**config.mk**
```make
export PLATFORM = sky130hd
export DESIGN_NAME = collect_detect_flat
export DESIGN_NICKNAME = d
export VERILOG_FILES = /design/src/rtl/collect_detect_if.sv /design/src/rtl/collect_detect.sv /design/src/flat_wrapper.sv
export SDC_FILE = /design/constraint.sdc
export NUM_CORES = 1
export LEC_CHECK = 0
export CAP_MARGIN = 20
export CORE_ASPECT_RATIO = 1.25
export CORE_MARGIN = 2
export CORE_UTILIZATION = 56
export CTS_CLUSTER_SIZE = 25
export DETAILED_ROUTE_END_ITERATION = 10
export DONT_BUFFER_PORTS = 1
export PLACE_DENSITY = 0.74
export SYNTH_ARGS = -nofsm -noshare
export SYNTH_HDL_FRONTEND = slang
export SYNTH_SLANG_ARGS = --single-unit
export TNS_END_PERCENT = 5
```
**constraint.sdc**
```tcl
create_clock -name clk -period 2.6 [get_ports clk]
set_clock_uncertainty 0.2 [all_clocks]
set_input_delay 0.52 -clock clk [delete_from_list [all_inputs] [get_ports clk]]
set_output_delay 0.52 -clock clk [all_outputs]
set_load 0.01 [all_outputs]
```
**src/rtl/collect_detect_if.sv**
```systemverilog
// VGA stream bundle: raster position, sync/blanking strobes and 12-bit rgb.
// The driving stage uses modport out, the consuming stage uses modport in.
interface vga_if;
   logic [10:0] hcount;
   logic [10:0] vcount;
   logic        hsync;
   logic        vsync;
   logic        hblnk;
   logic        vblnk;
   logic [11:0] rgb;

   modport in  (input  hcount, vcount, hsync, vsync, hblnk, vblnk, rgb);
   modport out (output hcount, vcount, hsync, vsync, hblnk, vblnk, rgb);
endinterface

```
**src/rtl/collect_detect.sv**
```systemverilog
// Player overlay plus collectible hit detection and score keeping on a VGA stream.
// Optional macro COLLECT_COOLDOWN_EN adds a post-hit cooldown of COOLDOWN_FRAMES frames.
module collect_detect #(
   parameter int unsigned PLAYER_SIZE     = 16,
   parameter logic [11:0] KEY_COLOR       = 12'hFF0,
   parameter logic [11:0] PLAYER_COLOR    = 12'h0F0,
   parameter int unsigned SCORE_MAX       = 99,
   parameter int unsigned COOLDOWN_FRAMES = 30
) (
   input  logic        clk,
   input  logic        rst,
   vga_if.in           vga_in,
   vga_if.out          vga_out,
   input  logic [10:0] player_x,
   input  logic [10:0] player_y,
   output logic        hit,
   output logic [7:0]  score
);

   if (SCORE_MAX > 255) begin : g_bad_score_max
      $error("SCORE_MAX must fit in the 8-bit score");
   end
   if (COOLDOWN_FRAMES < 1) begin : g_bad_cooldown
      $error("COOLDOWN_FRAMES must be at least 1");
   end

   localparam logic [11:0] SIZE12    = 12'(PLAYER_SIZE);
   localparam logic [7:0]  SCORE_TOP = 8'(SCORE_MAX);

   typedef enum logic [1:0] {
      SCAN     = 2'd0,
      EVAL     = 2'd1,
      COOLDOWN = 2'd2
   } state_t;

   typedef struct packed {
      logic [10:0] hcount;
      logic [10:0] vcount;
      logic        hsync;
      logic        vsync;
      logic        hblnk;
      logic        vblnk;
   } timing_t;

   timing_t     tim_d, tim_q;
   logic [11:0] rgb_d, rgb_q;
   logic [10:0] px_d, px_q;
   logic [10:0] py_d, py_q;
   logic        vblnk_d, vblnk_q;
   logic        ovl_d, ovl_q;
   logic        hit_d, hit_q;
   logic [7:0]  score_d, score_q;
   state_t      state_d, state_q;

`ifdef COLLECT_COOLDOWN_EN
   localparam int unsigned     CNT_W    = $clog2(COOLDOWN_FRAMES + 1);
   localparam logic [CNT_W-1:0] CNT_LAST = CNT_W'(COOLDOWN_FRAMES - 1);
   logic [CNT_W-1:0] cnt_d, cnt_q;
`endif

   logic        blank;
   logic        vblnk_rise;
   logic        in_box;
   logic [11:0] h12, v12, px12, py12;
   logic [7:0]  score_inc;

   // Position compares run one bit wider than the raster so px+PLAYER_SIZE cannot wrap.
   always_comb begin
      h12        = {1'b0, vga_in.hcount};
      v12        = {1'b0, vga_in.vcount};
      px12       = {1'b0, px_q};
      py12       = {1'b0, py_q};
      in_box     = (h12 >= px12) && (h12 < px12 + SIZE12) &&
                   (v12 >= py12) && (v12 < py12 + SIZE12);
      blank      = vga_in.hblnk | vga_in.vblnk;
      vblnk_rise = vga_in.vblnk & ~vblnk_q;
      score_inc  = (score_q == SCORE_TOP) ? 8'd0 : score_q + 8'd1;
   end

   // NOTE: every signal gets a default before any branch, so no path leaves one unassigned (no latch).
   always_comb begin
      tim_d   = '{hcount: vga_in.hcount, vcount: vga_in.vcount,
                  hsync:  vga_in.hsync,  vsync:  vga_in.vsync,
                  hblnk:  vga_in.hblnk,  vblnk:  vga_in.vblnk};
      rgb_d   = blank  ? 12'h000 :
                in_box ? PLAYER_COLOR : vga_in.rgb;
      vblnk_d = vga_in.vblnk;
      px_d    = px_q;
      py_d    = py_q;
      if (vga_in.hcount == 11'd0 && vga_in.vcount == 11'd0) begin
         px_d = player_x;
         py_d = player_y;
      end

      // Key test uses the incoming rgb, i.e. before the player overlay replaces it.
      ovl_d   = ovl_q | (~blank & in_box & (vga_in.rgb == KEY_COLOR));
      state_d = state_q;
      hit_d   = 1'b0;
      score_d = score_q;
`ifdef COLLECT_COOLDOWN_EN
      cnt_d   = cnt_q;
`endif

      // hit and score are decided on the way into EVAL so they are visible during EVAL.
      case (state_q)
         SCAN: begin
            if (vblnk_rise) begin
               state_d = EVAL;
               if (ovl_q) begin
                  hit_d   = 1'b1;
                  score_d = score_inc;
               end
            end
         end
         EVAL: begin
            ovl_d   = 1'b0;
            state_d = SCAN;
`ifdef COLLECT_COOLDOWN_EN
            if (hit_q) begin
               state_d = COOLDOWN;
               cnt_d   = '0;
            end
`endif
         end
`ifdef COLLECT_COOLDOWN_EN
         COOLDOWN: begin
            if (vblnk_rise) begin
               if (cnt_q == CNT_LAST) begin
                  cnt_d   = '0;
                  ovl_d   = 1'b0;
                  state_d = SCAN;
               end else begin
                  cnt_d = cnt_q + 1'b1;
               end
            end
         end
`endif
         default: state_d = SCAN;
      endcase
   end

   // NOTE: registers take non-blocking assignments so every flop samples pre-edge values.
   always_ff @(posedge clk or posedge rst) begin
      if (rst) begin
         tim_q   <= '0;
         rgb_q   <= '0;
         px_q    <= '0;
         py_q    <= '0;
         vblnk_q <= 1'b0;
         ovl_q   <= 1'b0;
         hit_q   <= 1'b0;
         score_q <= '0;
         state_q <= SCAN;
`ifdef COLLECT_COOLDOWN_EN
         cnt_q   <= '0;
`endif
      end else begin
         tim_q   <= tim_d;
         rgb_q   <= rgb_d;
         px_q    <= px_d;
         py_q    <= py_d;
         vblnk_q <= vblnk_d;
         ovl_q   <= ovl_d;
         hit_q   <= hit_d;
         score_q <= score_d;
         state_q <= state_d;
`ifdef COLLECT_COOLDOWN_EN
         cnt_q   <= cnt_d;
`endif
      end
   end

   assign vga_out.hcount = tim_q.hcount;
   assign vga_out.vcount = tim_q.vcount;
   assign vga_out.hsync  = tim_q.hsync;
   assign vga_out.vsync  = tim_q.vsync;
   assign vga_out.hblnk  = tim_q.hblnk;
   assign vga_out.vblnk  = tim_q.vblnk;
   assign vga_out.rgb    = rgb_q;
   assign hit            = hit_q;
   assign score          = score_q;

endmodule

```
**src/flat_wrapper.sv**
```systemverilog
// flat-port wrapper written by rule: the top's interface ports become plain ports
module collect_detect_flat 
#(
   parameter int unsigned PLAYER_SIZE     = 16,
   parameter logic [11:0] KEY_COLOR       = 12'hFF0,
   parameter logic [11:0] PLAYER_COLOR    = 12'h0F0,
   parameter int unsigned SCORE_MAX       = 99,
   parameter int unsigned COOLDOWN_FRAMES = 30
)
  (clk, rst, player_x, player_y, hit, score, vga_in_hcount, vga_in_vcount, vga_in_hsync, vga_in_vsync, vga_in_hblnk, vga_in_vblnk, vga_in_rgb, vga_out_hcount, vga_out_vcount, vga_out_hsync, vga_out_vsync, vga_out_hblnk, vga_out_vblnk, vga_out_rgb);
  vga_if vga_in_i ();
  vga_if vga_out_i ();
  input  logic clk;
  input  logic rst;
  input  logic [10:0] player_x;
  input  logic [10:0] player_y;
  output logic hit;
  output logic [7:0] score;
  input wire logic [$bits(vga_in_i.hcount)-1:0] vga_in_hcount;
  input wire logic [$bits(vga_in_i.vcount)-1:0] vga_in_vcount;
  input wire logic [$bits(vga_in_i.hsync)-1:0] vga_in_hsync;
  input wire logic [$bits(vga_in_i.vsync)-1:0] vga_in_vsync;
  input wire logic [$bits(vga_in_i.hblnk)-1:0] vga_in_hblnk;
  input wire logic [$bits(vga_in_i.vblnk)-1:0] vga_in_vblnk;
  input wire logic [$bits(vga_in_i.rgb)-1:0] vga_in_rgb;
  output wire logic [$bits(vga_out_i.hcount)-1:0] vga_out_hcount;
  output wire logic [$bits(vga_out_i.vcount)-1:0] vga_out_vcount;
  output wire logic [$bits(vga_out_i.hsync)-1:0] vga_out_hsync;
  output wire logic [$bits(vga_out_i.vsync)-1:0] vga_out_vsync;
  output wire logic [$bits(vga_out_i.hblnk)-1:0] vga_out_hblnk;
  output wire logic [$bits(vga_out_i.vblnk)-1:0] vga_out_vblnk;
  output wire logic [$bits(vga_out_i.rgb)-1:0] vga_out_rgb;
  assign vga_in_i.hcount = vga_in_hcount;
  assign vga_in_i.vcount = vga_in_vcount;
  assign vga_in_i.hsync = vga_in_hsync;
  assign vga_in_i.vsync = vga_in_vsync;
  assign vga_in_i.hblnk = vga_in_hblnk;
  assign vga_in_i.vblnk = vga_in_vblnk;
  assign vga_in_i.rgb = vga_in_rgb;
  assign vga_out_hcount = vga_out_i.hcount;
  assign vga_out_vcount = vga_out_i.vcount;
  assign vga_out_hsync = vga_out_i.hsync;
  assign vga_out_vsync = vga_out_i.vsync;
  assign vga_out_hblnk = vga_out_i.hblnk;
  assign vga_out_vblnk = vga_out_i.vblnk;
  assign vga_out_rgb = vga_out_i.rgb;
  collect_detect #(.PLAYER_SIZE(PLAYER_SIZE), .KEY_COLOR(KEY_COLOR), .PLAYER_COLOR(PLAYER_COLOR), .SCORE_MAX(SCORE_MAX), .COOLDOWN_FRAMES(COOLDOWN_FRAMES)) u_core (.clk(clk), .rst(rst), .vga_in(vga_in_i), .vga_out(vga_out_i), .player_x(player_x), .player_y(player_y), .hit(hit), .score(score));
endmodule
```
# Word-level counts from Yosys, hierarchy flattened
# Cells that the tools add are included.
# word_totals
register_bits	72
latchBits	0
mem_count	0
rom_bits	0
ram_bits	0
# op_classes
reduce_logical	8
mul	0
n_shift	0
n_mux	9
n_bitwise	7
magnitude_cmp	4
add_sub_neg	3
eq_ne	4
div_mod_pow	0
# op_table
operator	count
$add 11x5->12 const B	2
$lt 11x12->1	2
$mux 12	2
$ge 11x11->1	2
$logic_not 11->1	2
$eq 12x12->1 const B	1
$add 8x1->8 const B	1
$eq 8x7->1 const B	1
$mux 8	1
$logic_and 1x1->1	4
$mux 1	4
$mux 2	2
$and 1x1->1	3
$reduce_and 3->1	1
$eq 2x1->1 const B	1
$logic_not 2->1	1
$ne 2x1->1 const B	1
$not 1->1	2
$or 1x1->1	2

# Longest topological paths before layout
# Gate-level depths: netlist of the first run.
# depth
word_depth	9
mapped_depth	11
ltp_nobuf	10

# Least setup slack after synthesis of the first run
# OpenSTA, ideal clock, no wires.
# synth_path
path_kind	reg2reg
from	register u_core.px_q[6]
to	register u_core.ovl_q
setup_time_ns	0.120
synth_period_minus_slack_ns	2.766
path_slack_ns	-0.166
n_path_buf	1
arrival_ns	2.446
path_stages_with_launch	12
t_required_ns	2.280
path_cell_list	dfrtp_1 inv_1 nor3_1 nand3_1 xnor2_1 ha_1 nand3_1 or4_1 a211o_1 and3_4 buf_6 a41o_1
# synth_via
elab_chain_len	9
word_cells_on_any_way	10
# synth_lines
element	line_no	source
start, declared	collect_detect.sv:47	logic [10:0] px_d, px_q;
start signal, assigned	collect_detect.sv:160	px_q <= px_d;
$add 11x5->12	collect_detect.sv:73	in_box = (h12 >= px12) && (h12 < px12 + SIZE12) &&
$lt 11x12->1	collect_detect.sv:73	
$logic_and 1x1->1 (*) (2 in series)	collect_detect.sv:73	
$logic_and 1x1->1 (*)	collect_detect.sv:74	(v12 >= py12) && (v12 < py12 + SIZE12);
$and 1x1->1 (*) (2 in series)	collect_detect.sv:96	ovl_d = ovl_q | (~blank & in_box & (vga_in.rgb == KEY_COLOR));
$or 1x1->1 (*)	collect_detect.sv:96	
$mux 1 (*)	collect_detect.sv:105	case (state_q)
named net u_core.ovl_d	collect_detect.sv:50	logic ovl_d, ovl_q;
end signal, assigned	collect_detect.sv:163	ovl_q <= ovl_d;
end, declared	collect_detect.sv:50	
# The timed path passes the listed nets; every way through them passes the cells marked *.
# A chain may end at the register's enable or synchronous reset.

# Worst setup path after layout of the first run
# Same ends and word-level chain as after synthesis.

==> results.md, run 1 <==
- Synth Area in XOR/XNOR: 0.0341
- DR vias/cell: 5.77
- Crit share post-route: 1.03
- Setup CP Type: flop to flop
- CTS H-tree depth: 3
- Maxcap violations: 0
- Cts bufs inserted: 9
- Clock Latency Late Sink: 340 ps
- Fin. Hold Viols: 0
- Critical Path AT: 2720 ps
- Peak supply drop: 390 µV
- Pin count of the biggest net entering global routing: 37
- Chip Width: 75.7 µm
- Startpoint Class: flop
- Initial Util: 0.579
- Synthesis-to-layout area growth: 20.4%
- Syn avg cell area: 10.6 µm²
- DRT iter0 DRCs: 161
- Fmax: 372 MHz
- Gpl congestion: 0.852
- Synthesized cell area: 0.00360 mm²
- Antenna violations before repair: 0
- DRC: 0
- I/O pins: 109
- #FFs+latches synth: 71
- CP Capture Type: flop
- WL/cell: 16.8 µm
- Antenna Cells: 0
- Period minus WS final: 2690 ps
- Total grt overflow: 0
- Number of clock sinks: 71
- Worst-path clk slew: 70 ps
- Slew HR: 0.595
- PnR worst setup slack: -85.3 ps
- Yosys warning total: 0
- Non-filler cells, final: 482
- Largest family of logic cells by synthesized area: simple AND/OR/NAND/NOR gates
- Layout Nets: 494
- Compound-Gate Fraction of Synth Area: 0.128
- Fillcell total: 468
- Via count: 2779
- HP Class: input port to flop
- Final WL: 8.08 mm
- GRT Util Overall: 0.245
- Root buf cell: clkbuf_8
- Placement Setup Slack: -128 ps
- Mux cell area share after synthesis: 0.0122
- CTS tree: done
- Vias in the first global route: 2897
- Failing checks: negative setup slack
- Input/output buffers: 0
- Area after DPL: 0.00382 mm²
- Adder-cell share of the synthesized area: 0.136
- Seq/Total Area, Yosys: 0.494
- Share of cells above drive strength 1: 0.149
- First-pass GRT wire length: 13.0 mm
- Worst slew pin tran: 592 ps
- Post-Syn Instances: 340
- Post-DP HPWL: 5.87 mm
- WP data required: 2630 ps
- Hold slack: 82.6 ps
- Post-Synthesis Net Count: 441
- Core area: 0.00621 mm²
- RSZ-0062 raised after global routing: true
- Die area: 0.00708 mm²
- CP Max Fanout: 9
- Post-route cell area: 0.00433 mm²
- Final-report setup violation count: 9
- Post-DRT Antenna Nets: 0
- Pre-antenna DRT Iters: 4
- CTS max path bufs: 2
- LEAKAGE: 2.11 nW
- Placed cells: 437
- Pins Over Slew Limit: 0
- Status: complete, but fails checks
- Die height: 93.6 µm
- Row cnt: 32
- Post-Synth Simple-Gate Area: 0.152
- Pwr dens: 490 mW/mm²
- Synth cell types: 50
-- final timing paths --
| path | start | endpoint | slack [ps] | cells after the start |
|---|---|---|---|---|
| max | u_core.px_q[6] | u_core.ovl_q | -90 | 9 |
| max in group asynchronous | rst | u_core.px_q[3] | 1330 | 3 |
| min | vga_in_rgb[11] | u_core.vga_out.rgb[11] | 80 | 2 |
| max reg2reg | u_core.px_q[6] | u_core.ovl_q | -90 | 9 |
| min in group asynchronous | rst | u_core.hit | 540 | 3 |
| min reg2reg | u_core.px_q[0] | u_core.px_q[0] | 300 | 1 |
-- stage by stage --
step,util,power [W],TNS [ps]
after floorplan,-,0.00125,-76.4
after global placement,0.616,0.00127,-125
after detailed placement,0.616,0.00128,-516
after CTS,0.691,0.00214,-167
after global routing,0.698,0.00222,-3340
final,0.698,0.00212,-163
-- placed cells by master, fill, tap and decap left out, types with 3 or more instances in the layout --
| cell type | count |
|---|---|
| dfrtp_1 | 71 |
| nand2_1 | 44 |
| ha_1 | 38 |
| dlygate4sd3_1 | 27 |
| inv_1 | 26 |
| buf_4 | 23 |
| o21ai_1 | 20 |
| xnor2_1 | 14 |
| nand4_1 | 11 |
| a21oi_1 | 9 |
| clkbuf_8 | 9 |
| nand3_1 | 8 |
| a21o_1 | 8 |
| a31oi_1 | 8 |
| nor2_1 | 6 |
| nor4_1 | 5 |
| inv_2 | 4 |
| nor3_1 | 4 |
| nor2b_1 | 4 |
| o21ai_0 | 4 |
| and4_1 | 3 |
| o31ai_2 | 3 |
| clkinv_2 | 3 |
-- state kept, by name (all words and copies together), names as in the netlist --
register / flops
u_core.vga_out.rgb: 12
u_core.score: 8
u_core.px_q: 11
u_core.vga_out.hsync: 1
u_core.state_q: 1
u_core.hit: 1
u_core.ovl_q: 1
u_core.vga_out.vblnk: 1
u_core.vga_out.hblnk: 1
u_core.vga_out.hcount: 11
u_core.py_q: 11
u_core.vga_out.vsync: 1
u_core.vga_out.vcount: 11
-- critical path, cell delays in order, from the launching register on --
cell and delay, ps:
dfrtp_1 390, and4_4 250, nand2_1 70, xnor2_1 140
ha_1 320, nand3_1 80, or4_1 460, a211o_1 260
and3_4 190, a41o_1 230
-- synth_stat cells (all sizes together) --
library cell   n  area (µm²)
o21a           2        15.0
clkbuf         2        7.51
a21oi          9        45.0
mux2           3        33.8
inv           30         113
nand2         44         165
o221ai         2        17.5
a211o          1        8.76
o21ai         25         125
a311oi         1        8.76
nor4           6        52.6
nand3          9        45.0
nor2           6        22.5
a41o           1        10.0
a22oi          1        7.51
a31oi          8        50.1
dfrtp         71        1780
nand4b         1        8.76
ha            39         488
o31ai          5        37.5
and3           4        31.3
nor4bb         1        10.0
a2111oi        1        8.76
nor2b          4        25.0
nand4         11        68.8
a222oi         1        10.0
mux2i          1        10.0
and4           4        35.0
nand3b         2        15.0
buf            6        36.3
and2           1        6.26
a22o           1        8.76
o311a          1        11.3
and2b          1        8.76
or4            2        15.0
nor3b          1        7.51
xnor2         14         123
o211ai         3        27.5
nor3           5        25.0
a21o           9        68.8
nand2b         1        6.26
-- kinds of logic (layout without fill, tap and decap cells) --
kind of cell | after synthesis | in the layout
and+or+nand+nor | 103 | 103
AOI/OAI and AO/OA | 71 | 71
DFF | 71 | 71
adders and majority gates | 39 | 39
buffers and inverters | 38 | 95
xor gates and xnor gates | 14 | 14
muxes | 4 | 4
-- layer usage --
metal	track usage	vias up	routed length (µm)
li1	-	1325	-
met1	0.290	1331	3140
met5	0	-	0
met4	0.0936	0	230
met3	0.0830	16	570
met2	0.404	107	4140
-- where the power goes --
| group | internal (W) | switching, W |
|---|---|---|
| sequential | 0.00113 | 0.0000281 |
| clock | 0.000435 | 0.000395 |
| combinational | 0.0000650 | 0.0000653 |
| total | 0.00163 | 0.000489 |
-- area by class of cell --
type	count	area (µm²)	share of cell area
clock inverters	6	62.6	0.0145
clock buffers	9	124	0.0286
repair buffers	50	443	0.102
inverters	30	113	0.0260
flip-flops and latches	71	1780	0.410
multi-input cells	231	1700	0.394
well taps	85	106	0.0246
-- timing repair --
action / 4_1_cts / 5_1_grt
buffers inserted: 1 / 2
hold buffers: 27 / 0
pin swaps: 7 / 2
gates resized for setup: 1 / 7
endpoints found under the hold margin: 97 / 0
setup endpoints to repair: 13 / 13
Note: power is estimated with default switching activity, not from simulation.
==> inputs of run 2 (changes only) <==
Settings changed: CTS_CLUSTER_DIAMETER set to 60, CTS_CLUSTER_SIZE 25 to 12.
==> results of run 2 <==
Same layout as run 1: the final DEF is identical, and so are final timing and power.
==> inputs of run 3 (changes only) <==
Settings changed: CAP_MARGIN 20 to not set, GPL_ROUTABILITY_DRIVEN set to 0.
==> results of run 3 <==
Same layout as run 1: the final DEF is identical, and so are final timing and power.
